`src/rtl/dq_pkg.sv`:
```
// ============================================================================
// Module  : dq_pkg
// Brief   : Shared class encoding, unit indices and default sizes for the
//           dispatch queue.
// Revision: 1.0 - initial release
// ============================================================================
`default_nettype none

package dq_pkg;

  typedef enum logic [1:0] {
    CLS_FXU = 2'b00,
    CLS_LSU = 2'b01,
    CLS_BR  = 2'b10,
    CLS_NOP = 2'b11
  } dq_class_e;

  localparam int NUM_UNITS = 4;
  localparam int UNIT_FXU0 = 0;
  localparam int UNIT_FXU1 = 1;
  localparam int UNIT_LSU  = 2;
  localparam int UNIT_BR   = 3;

  localparam int DQ_DEPTH   = 8;
  localparam int DQ_FETCH_W = 4;
  localparam int DQ_XLEN    = 16;
  localparam int DQ_TAG_W   = 4;

endpackage

`default_nettype wire

```
`src/rtl/dq_issue_select.sv`:
```
// ============================================================================
// Module  : dq_issue_select
// Brief   : In-order unit selection over the FETCH_W oldest queue entries.
// Revision: 1.0 - initial release
// ============================================================================
`default_nettype none

module dq_issue_select
  import dq_pkg::*;
#(
  parameter int FETCH_W = DQ_FETCH_W,
  parameter int SLOT_W  = (FETCH_W > 1) ? $clog2(FETCH_W) : 1,
  parameter int CNT_W   = $clog2(FETCH_W + 1)
) (
  input  logic [FETCH_W*2-1:0]         cls,
  input  logic [FETCH_W-1:0]           vld,
  input  logic [NUM_UNITS-1:0]         unit_full,
  output logic [NUM_UNITS*SLOT_W-1:0]  slot,
  output logic [NUM_UNITS-1:0]         slot_valid,
  output logic [CNT_W-1:0]             disp_cnt
);

  logic                 w_stop;
  logic [NUM_UNITS-1:0] w_taken;
  logic [NUM_UNITS-1:0] w_free;
  logic [NUM_UNITS-1:0] w_pick;
  dq_class_e            w_cls;

  // The first entry that finds no unit ends the scan so younger entries never
  // overtake it.
  always_comb begin
    w_stop   = 1'b0;
    w_taken  = '0;
    w_free   = '0;
    w_pick   = '0;
    w_cls    = CLS_NOP;
    slot     = '0;
    disp_cnt = '0;
    for (int i = 0; i < FETCH_W; i++) begin
      w_cls  = dq_class_e'(cls[i*2 +: 2]);
      w_free = ~unit_full & ~w_taken;
      w_pick = '0;
      if (!w_stop) begin
        if (!vld[i]) begin
          w_stop = 1'b1;
        end else begin
          case (w_cls)
            CLS_FXU: begin
              if (w_free[UNIT_FXU0])      w_pick[UNIT_FXU0] = 1'b1;
              else if (w_free[UNIT_FXU1]) w_pick[UNIT_FXU1] = 1'b1;
            end
            CLS_LSU: if (w_free[UNIT_LSU]) w_pick[UNIT_LSU] = 1'b1;
            CLS_BR:  if (w_free[UNIT_BR])  w_pick[UNIT_BR]  = 1'b1;
            default: ;
          endcase
          if (w_pick == '0) begin
            w_stop = 1'b1;
          end else begin
            w_taken  = w_taken | w_pick;
            disp_cnt = disp_cnt + CNT_W'(1);
            for (int u = 0; u < NUM_UNITS; u++) begin
              if (w_pick[u]) slot[u*SLOT_W +: SLOT_W] = SLOT_W'(i);
            end
          end
        end
      end
    end
    slot_valid = w_taken;
  end

endmodule

`default_nettype wire

```
`src/rtl/dispatch_queue.sv`:
```
// ============================================================================
// Module  : dispatch_queue
// Brief   : Circular in-order dispatch queue with CDB wakeup/bypass feeding
//           FXU0/FXU1/LSU/BR execution units.
// Revision: 1.0 - initial release
// ============================================================================
`default_nettype none

module dispatch_queue
  import dq_pkg::*;
#(
  parameter int DEPTH   = DQ_DEPTH,
  parameter int FETCH_W = DQ_FETCH_W,
  parameter int XLEN    = DQ_XLEN,
  parameter int TAG_W   = DQ_TAG_W
) (
  input  logic                          clk,
  input  logic                          rst,
  input  logic                          flush,
  output logic                          in_ready,
  input  logic [$clog2(FETCH_W+1)-1:0]  in_count,
  input  logic [FETCH_W*2-1:0]          in_class,
  input  logic [FETCH_W-1:0]            in_a_rdy,
  input  logic [FETCH_W-1:0]            in_b_rdy,
  input  logic [FETCH_W*TAG_W-1:0]      in_a_tag,
  input  logic [FETCH_W*TAG_W-1:0]      in_b_tag,
  input  logic [FETCH_W*XLEN-1:0]       in_a_val,
  input  logic [FETCH_W*XLEN-1:0]       in_b_val,
  input  logic [FETCH_W*TAG_W-1:0]      in_rt,
  input  logic                          cdb_valid,
  input  logic [TAG_W-1:0]              cdb_tag,
  input  logic [XLEN-1:0]               cdb_value,
  input  logic [NUM_UNITS-1:0]          unit_full,
  output logic [NUM_UNITS-1:0]          out_valid,
  output logic [NUM_UNITS-1:0]          out_a_rdy,
  output logic [NUM_UNITS-1:0]          out_b_rdy,
  output logic [NUM_UNITS*TAG_W-1:0]    out_a_tag,
  output logic [NUM_UNITS*TAG_W-1:0]    out_b_tag,
  output logic [NUM_UNITS*XLEN-1:0]     out_a_val,
  output logic [NUM_UNITS*XLEN-1:0]     out_b_val,
  output logic [NUM_UNITS*TAG_W-1:0]    out_rt,
  output logic [$clog2(DEPTH+1)-1:0]    occupancy
);

  localparam int IDX_W  = $clog2(DEPTH);
  localparam int PTR_W  = IDX_W + 1;
  localparam int CNT_W  = $clog2(DEPTH + 1);
  localparam int ICNT_W = $clog2(FETCH_W + 1);
  localparam int SLOT_W = (FETCH_W > 1) ? $clog2(FETCH_W) : 1;

  // Entry storage
  logic [1:0]       r_cls   [DEPTH];
  logic [TAG_W-1:0] r_a_tag [DEPTH];
  logic [TAG_W-1:0] r_b_tag [DEPTH];
  logic [TAG_W-1:0] r_rt    [DEPTH];
  logic [XLEN-1:0]  r_a_val [DEPTH];
  logic [XLEN-1:0]  r_b_val [DEPTH];
  logic [DEPTH-1:0] r_valid;
  logic [DEPTH-1:0] r_a_rdy;
  logic [DEPTH-1:0] r_b_rdy;

  logic [PTR_W-1:0] r_head;
  logic [PTR_W-1:0] r_tail;

  logic [CNT_W-1:0]            w_count;
  logic [IDX_W-1:0]            w_head_idx;
  logic [IDX_W-1:0]            w_tail_idx;
  logic [DEPTH-1:0]            w_a_hit;
  logic [DEPTH-1:0]            w_b_hit;
  logic [FETCH_W-1:0]          w_lane_a_hit;
  logic [FETCH_W-1:0]          w_lane_b_hit;
  logic [FETCH_W*2-1:0]        w_scan_cls;
  logic [FETCH_W-1:0]          w_scan_vld;
  logic [NUM_UNITS*SLOT_W-1:0] w_slot;
  logic [NUM_UNITS-1:0]        w_sel_valid;
  logic [ICNT_W-1:0]           w_disp_cnt;
  logic [IDX_W-1:0]            w_disp_idx [NUM_UNITS];
  logic                        w_enq_fire;
  logic [FETCH_W-1:0]          w_lane_en;
  logic [IDX_W-1:0]            w_wr_idx   [FETCH_W];
  logic [ICNT_W-1:0]           w_enq_cnt;

  // The extra pointer MSB tells a full queue apart from an empty one.
  assign w_count    = CNT_W'(r_tail - r_head);
  assign w_head_idx = r_head[IDX_W-1:0];
  assign w_tail_idx = r_tail[IDX_W-1:0];
  assign occupancy  = w_count;
  assign in_ready   = (w_count <= CNT_W'(DEPTH - FETCH_W));
  assign w_enq_fire = in_ready && (in_count != '0) && !flush && !rst;

  for (genvar e = 0; e < DEPTH; e++) begin : g_hit
    assign w_a_hit[e] = cdb_valid && !r_a_rdy[e] && (r_a_tag[e] == cdb_tag);
    assign w_b_hit[e] = cdb_valid && !r_b_rdy[e] && (r_b_tag[e] == cdb_tag);
  end

  for (genvar l = 0; l < FETCH_W; l++) begin : g_lane
    assign w_lane_a_hit[l] = cdb_valid && !in_a_rdy[l] && (in_a_tag[l*TAG_W +: TAG_W] == cdb_tag);
    assign w_lane_b_hit[l] = cdb_valid && !in_b_rdy[l] && (in_b_tag[l*TAG_W +: TAG_W] == cdb_tag);
  end

  // Only entries counted at the last edge are scanned, so this cycle's
  // enqueues wait a cycle before they can dispatch.
  always_comb begin
    w_scan_cls = '0;
    w_scan_vld = '0;
    for (int i = 0; i < FETCH_W; i++) begin
      w_scan_cls[i*2 +: 2] = r_cls[w_head_idx + IDX_W'(i)];
      w_scan_vld[i]        = !rst && !flush && (CNT_W'(i) < w_count);
    end
  end

  dq_issue_select #(
    .FETCH_W (FETCH_W),
    .SLOT_W  (SLOT_W),
    .CNT_W   (ICNT_W)
  ) u_select (
    .cls        (w_scan_cls),
    .vld        (w_scan_vld),
    .unit_full  (unit_full),
    .slot       (w_slot),
    .slot_valid (w_sel_valid),
    .disp_cnt   (w_disp_cnt)
  );

  always_comb begin
    out_valid = w_sel_valid;
    out_a_rdy = '0;
    out_b_rdy = '0;
    out_a_tag = '0;
    out_b_tag = '0;
    out_a_val = '0;
    out_b_val = '0;
    out_rt    = '0;
    for (int u = 0; u < NUM_UNITS; u++) begin
      w_disp_idx[u] = w_head_idx + IDX_W'(w_slot[u*SLOT_W +: SLOT_W]);
      if (w_sel_valid[u]) begin
        out_a_rdy[u]                = r_a_rdy[w_disp_idx[u]] | w_a_hit[w_disp_idx[u]];
        out_b_rdy[u]                = r_b_rdy[w_disp_idx[u]] | w_b_hit[w_disp_idx[u]];
        out_a_tag[u*TAG_W +: TAG_W] = r_a_tag[w_disp_idx[u]];
        out_b_tag[u*TAG_W +: TAG_W] = r_b_tag[w_disp_idx[u]];
        out_a_val[u*XLEN +: XLEN]   = w_a_hit[w_disp_idx[u]] ? cdb_value : r_a_val[w_disp_idx[u]];
        out_b_val[u*XLEN +: XLEN]   = w_b_hit[w_disp_idx[u]] ? cdb_value : r_b_val[w_disp_idx[u]];
        out_rt[u*TAG_W +: TAG_W]    = r_rt[w_disp_idx[u]];
      end
    end
  end

  // NOP lanes are squeezed out: each live lane lands after the previous one.
  always_comb begin
    w_enq_cnt = '0;
    w_lane_en = '0;
    for (int l = 0; l < FETCH_W; l++) begin
      w_wr_idx[l] = w_tail_idx + IDX_W'(w_enq_cnt);
      if (w_enq_fire && (ICNT_W'(l) < in_count) && (in_class[l*2 +: 2] != CLS_NOP)) begin
        w_lane_en[l] = 1'b1;
        w_enq_cnt    = w_enq_cnt + ICNT_W'(1);
      end
    end
  end

  always_ff @(posedge clk) begin
    if (rst || flush) begin
      r_head  <= '0;
      r_tail  <= '0;
      r_valid <= '0;
    end else begin
      r_head <= r_head + PTR_W'(w_disp_cnt);
      r_tail <= r_tail + PTR_W'(w_enq_cnt);
      for (int u = 0; u < NUM_UNITS; u++) begin
        if (out_valid[u]) r_valid[w_disp_idx[u]] <= 1'b0;
      end
      for (int l = 0; l < FETCH_W; l++) begin
        if (w_lane_en[l]) r_valid[w_wr_idx[l]] <= 1'b1;
      end
    end
  end

  // Payload needs no reset: r_valid and the pointers gate every use of it.
  always_ff @(posedge clk) begin
    if (!rst && !flush) begin
      for (int e = 0; e < DEPTH; e++) begin
        if (r_valid[e] && w_a_hit[e]) begin
          r_a_rdy[e] <= 1'b1;
          r_a_val[e] <= cdb_value;
        end
        if (r_valid[e] && w_b_hit[e]) begin
          r_b_rdy[e] <= 1'b1;
          r_b_val[e] <= cdb_value;
        end
      end
      for (int l = 0; l < FETCH_W; l++) begin
        if (w_lane_en[l]) begin
          r_cls[w_wr_idx[l]]   <= in_class[l*2 +: 2];
          r_a_rdy[w_wr_idx[l]] <= in_a_rdy[l] | w_lane_a_hit[l];
          r_b_rdy[w_wr_idx[l]] <= in_b_rdy[l] | w_lane_b_hit[l];
          r_a_tag[w_wr_idx[l]] <= in_a_tag[l*TAG_W +: TAG_W];
          r_b_tag[w_wr_idx[l]] <= in_b_tag[l*TAG_W +: TAG_W];
          r_a_val[w_wr_idx[l]] <= w_lane_a_hit[l] ? cdb_value : in_a_val[l*XLEN +: XLEN];
          r_b_val[w_wr_idx[l]] <= w_lane_b_hit[l] ? cdb_value : in_b_val[l*XLEN +: XLEN];
          r_rt[w_wr_idx[l]]    <= in_rt[l*TAG_W +: TAG_W];
        end
      end
    end
  end

endmodule

`default_nettype wire

```
`config.mk`:
```
export PLATFORM = sky130hd
export DESIGN_NAME = dispatch_queue
export DESIGN_NICKNAME = d
export VERILOG_FILES = /design/src/rtl/dq_pkg.sv /design/src/rtl/dq_issue_select.sv /design/src/rtl/dispatch_queue.sv
export SDC_FILE = /design/constraint.sdc
export NUM_CORES = 2
export LEC_CHECK = 0
export ABC_AREA = 1
export BUFFER_PORTS_ARGS = -buffer_cell sky130_fd_sc_hd__buf_2
export CAP_MARGIN = 20
export CORE_ASPECT_RATIO = 0.75
export CORE_MARGIN = 4
export CORE_UTILIZATION = 25
export CTS_CLUSTER_DIAMETER = 200
export DETAILED_ROUTE_END_ITERATION = 8
export PLACE_DENSITY = 0.46
export SETUP_SLACK_MARGIN = 0.05
export SLEW_MARGIN = 40
export SYNTH_ARGS = -nofsm -noshare
export SYNTH_HDL_FRONTEND = slang
export SYNTH_SLANG_ARGS = --single-unit
```
`constraint.sdc`:
```
create_clock -name clk -period 7.3 [get_ports clk]
set_input_delay 1.46 -clock clk [delete_from_list [all_inputs] [get_ports clk]]
set_output_delay 1.46 -clock clk [all_outputs]
set_load 0.005 [all_outputs]
```
==> reports/metrics.cfg <==
[sta]
rsz0062_at_grt=yes
fin_crit_sh_pct=102
setup_viol=13
hold_ws_ns=0.500
maxSlewViolCount=0
fin_skew_ns=0.0467
hold_viol=0
setup_slack_ns=-0.131
clock.fmax_mhz=135
slew_headroom_pct=26.5
worst_pin_slew_ns=1.09
fin_crit_ns=7.43

[logic_synthesis]
yosysWarnings=0
synth.cell_area_sq_um=40000
yosys.area.top_type_share_pct=28.8
seq_area_frac_synth_pct=29.6
netlist_instances=5957
synthArstFlopShare_pct=0
syn_nets=6214
synth_cell_types=59
yosysTopAreaCell=edfxtp_1
synth_commonest_cells=995 x nand2_1, 894 x o21ai_0, 859 x o22ai_1
ys.flop_type=edfxtp_1
avgSynthCellArea_sq_um=6.71
ys_seq_elements=400
synth-edff-count=384
yosysMostFrequentCell=nand2_1
netlist_top_cells_area=edfxtp_1 29%, o22ai_1 13%, o21ai_0 11%, nand2_1 9.3%, nor2_1 5.6%

[route]
dr_wl_met3_um=69100
ant_nets=0
vias=59200
drc_errors=1
wl_per_cell_um=39.7
top_layer=met5
route.met2.wl_um=120000
drtIter0Drc=12000
vias_per_cell=6.63
drt-total-wl_um=354000
drt-met1-wl_um=153000
firstDrtPassIters=9

[worst_setup_path]
crit_required_ns=5.84
r2r-start=r_tail[0]
start_kind=flip-flop
cp_slowest_cell=fa_2
endpoint_kind=output pin
criticalPathCategory=flip-flop to output pin
cp_slowest_stage_delay_ns=0.57
rr_worst_depth=37
cp_common_cell=inv_2
r2r_end=r_b_val[5][12]
endpoint=out_b_val[30]
worst-path-max-fanout=5
cp-startpoint=r_tail[0]
r2r_slack_ns=0.15
critPathArrivalTime_ns=5.97

[clock_network]
clock_sinks=400
htree_levels=2
cts_tree=built
clockBufferDepth=3
cts_buffers=39
clk_pin_slew_ns=0.08
cts_root_buf=clkbuf_16
worst_skew_pair.late_latency_ns=0.60

[finish]
drive_gt1_share_pct=28.7
stdcell_area_sq_um=56800
fill_cells=16800
final_util_pct=36.0
nets=7016
finalNonFillerCells=8918
syn2layout_area_growth_pct=42.2

[global_route]
grt_pass1_wl_um=456000
grt-ovfl-total=0
track_usage_pct=39.2
grt_pass1_vias=50300
antenna_found_initial=40
grt_max_degree=83

[placement]
gp_congestion=1.06
place_inst=8599
postPlaceCellArea_sq_um=48500
hpwl_um=265000
port_buffers=415

[floorplan]
floorplan.initialDensity_pct=25.3
rows=126
die_w_um=470
dieArea_sq_um=166000
die_h_um=354
boundaryPins=416
core_region_area_sq_um=158000

[power]
p_int_w=0.00447
p_leak_nw=23.0
power.share.clock_pct=28.6
p_per_area_nw_per_um2=126
power_w=0.00717
switching_share_pct=37.7
power_switching_w=0.00270
combPwrFrac_pct=31.9
ir_drop_uv=184
pwr-share-seq_pct=39.6

[outcome]
violations=DRC, setup timing
outcome=finished, violations left

[hold_path]
hold_start=r_tail[3]
hold_path.class=flip-flop to flip-flop

[job]
drv_cap=0

==> cell type report <==
type | count | area (sq um) | share of cell area [%]
Antenna cell | 18 | 45.0 | 0.0792
Clock buffer | 50 | 1040 | 1.83
Multi-Input combinational cell | 4559 | 27600 | 48.6
Inverter | 483 | 1970 | 3.46
Clock inverter | 20 | 206 | 0.363
Sequential cell | 400 | 11900 | 20.9
Timing Repair Buffer | 1276 | 11400 | 20.1
Tap cell | 2112 | 2640 | 4.65
==> layer usage <==
| metal | track usage [%] | up-vias |
|---|---|---|
| met3 | 23.4 | 856 |
| met4 | 6.99 | 28 |
| met2 | 47.1 | 5839 |
| met1 | 57.9 | 28800 |
| met5 | 0.832 | - |
| li1 | - | 23600 |
==> state kept, by name, indices dropped and copies added (netlist names) <==
name	count
r_a_rdy	8
r_a_tag	32
r_a_val	128
r_b_rdy	8
r_b_tag	32
r_b_val	128
r_cls	16
r_head	4
r_rt	32
r_tail	4
r_valid	8
==> stage by stage <==
stage | setup slack (ns) | setup TNS (ns)
after global routing | -0.265 | -14.57
after global placement | -0.610 | -20.93
final | -0.131 | -0.513
after CTS | -0.0127 | -0.0164
after detailed placement | -0.508 | -23.19
after floorplan | 0.238 | 0
==> layout by cell type, fill, tap and decap left out, types with 38 or more instances in the layout <==
cell type / synthesis / final
clkbuf_16: 0 / 60
buf_12: 0 / 125
nor3_1: 77 / 40
nand2_1: 995 / 948
o21ai_0: 894 / 812
o22ai_1: 859 / 761
nand3_1: 93 / 75
nor2_1: 595 / 557
buf_6: 6 / 119
buf_2: 28 / 397
edfxtp_1: 384 / 384
inv_2: 41 / 63
a221oi_1: 61 / 41
o22ai_2: 0 / 72
o21ai_1: 96 / 133
inv_1: 412 / 377
o21ai_2: 1 / 45
a211oi_1: 90 / 76
o211ai_1: 168 / 168
buf_4: 7 / 579
a211oi_2: 28 / 38
a21oi_1: 236 / 228
==> worst min-delay path by stage <==
stage	end	slack, ns	cells past startpoint
2_1_floorplan	r_valid[3]	0.46	2
3_3_place_gp	r_head[3]	0.48	2
3_5_place_dp	r_tail[3]	0.49	2
4_1_cts	r_tail[3]	0.50	2
5_1_grt	r_head[3]	0.52	2
6_report	r_tail[3]	0.50	2
==> power by group through the flow <==
stage               Clock, W  Combinational [W]  Sequential (W)
finish               0.00205            0.00228         0.00284
global route         0.00213            0.00232         0.00282
CTS                  0.00204            0.00198         0.00279
detailed placement         0            0.00189         0.00284
global placement           0            0.00189         0.00284
floorplan                  0           0.000864         0.00273
==> repair_timing <==
action | CTS | global route
endpoints found under the setup margin | 178 | 340
gates resized for setup | 277 | 618
hold buffers | 0 | 0
setup buffers | 81 | 130
cloned | 22 | 21
pin swaps | 83 | 177
==> cells by family after synthesis <==
family,share of synthesized area (%)
simple gates,19.4
compound gates,39.5
xor+xnor,0.548
flops,29.6
fa+ha+maj,1.23
buf+inv,9.66
==> critical path: cells and delay by family, from the launching register on <==
family | cells | cell delay, ns
simple gates | 10 | 1.25
buf+inv | 13 | 1.38
flops | 1 | 0.32
compound gates | 5 | 1.12
fa+ha+maj | 4 | 1.28
Power figures use the tool's default switching activity.
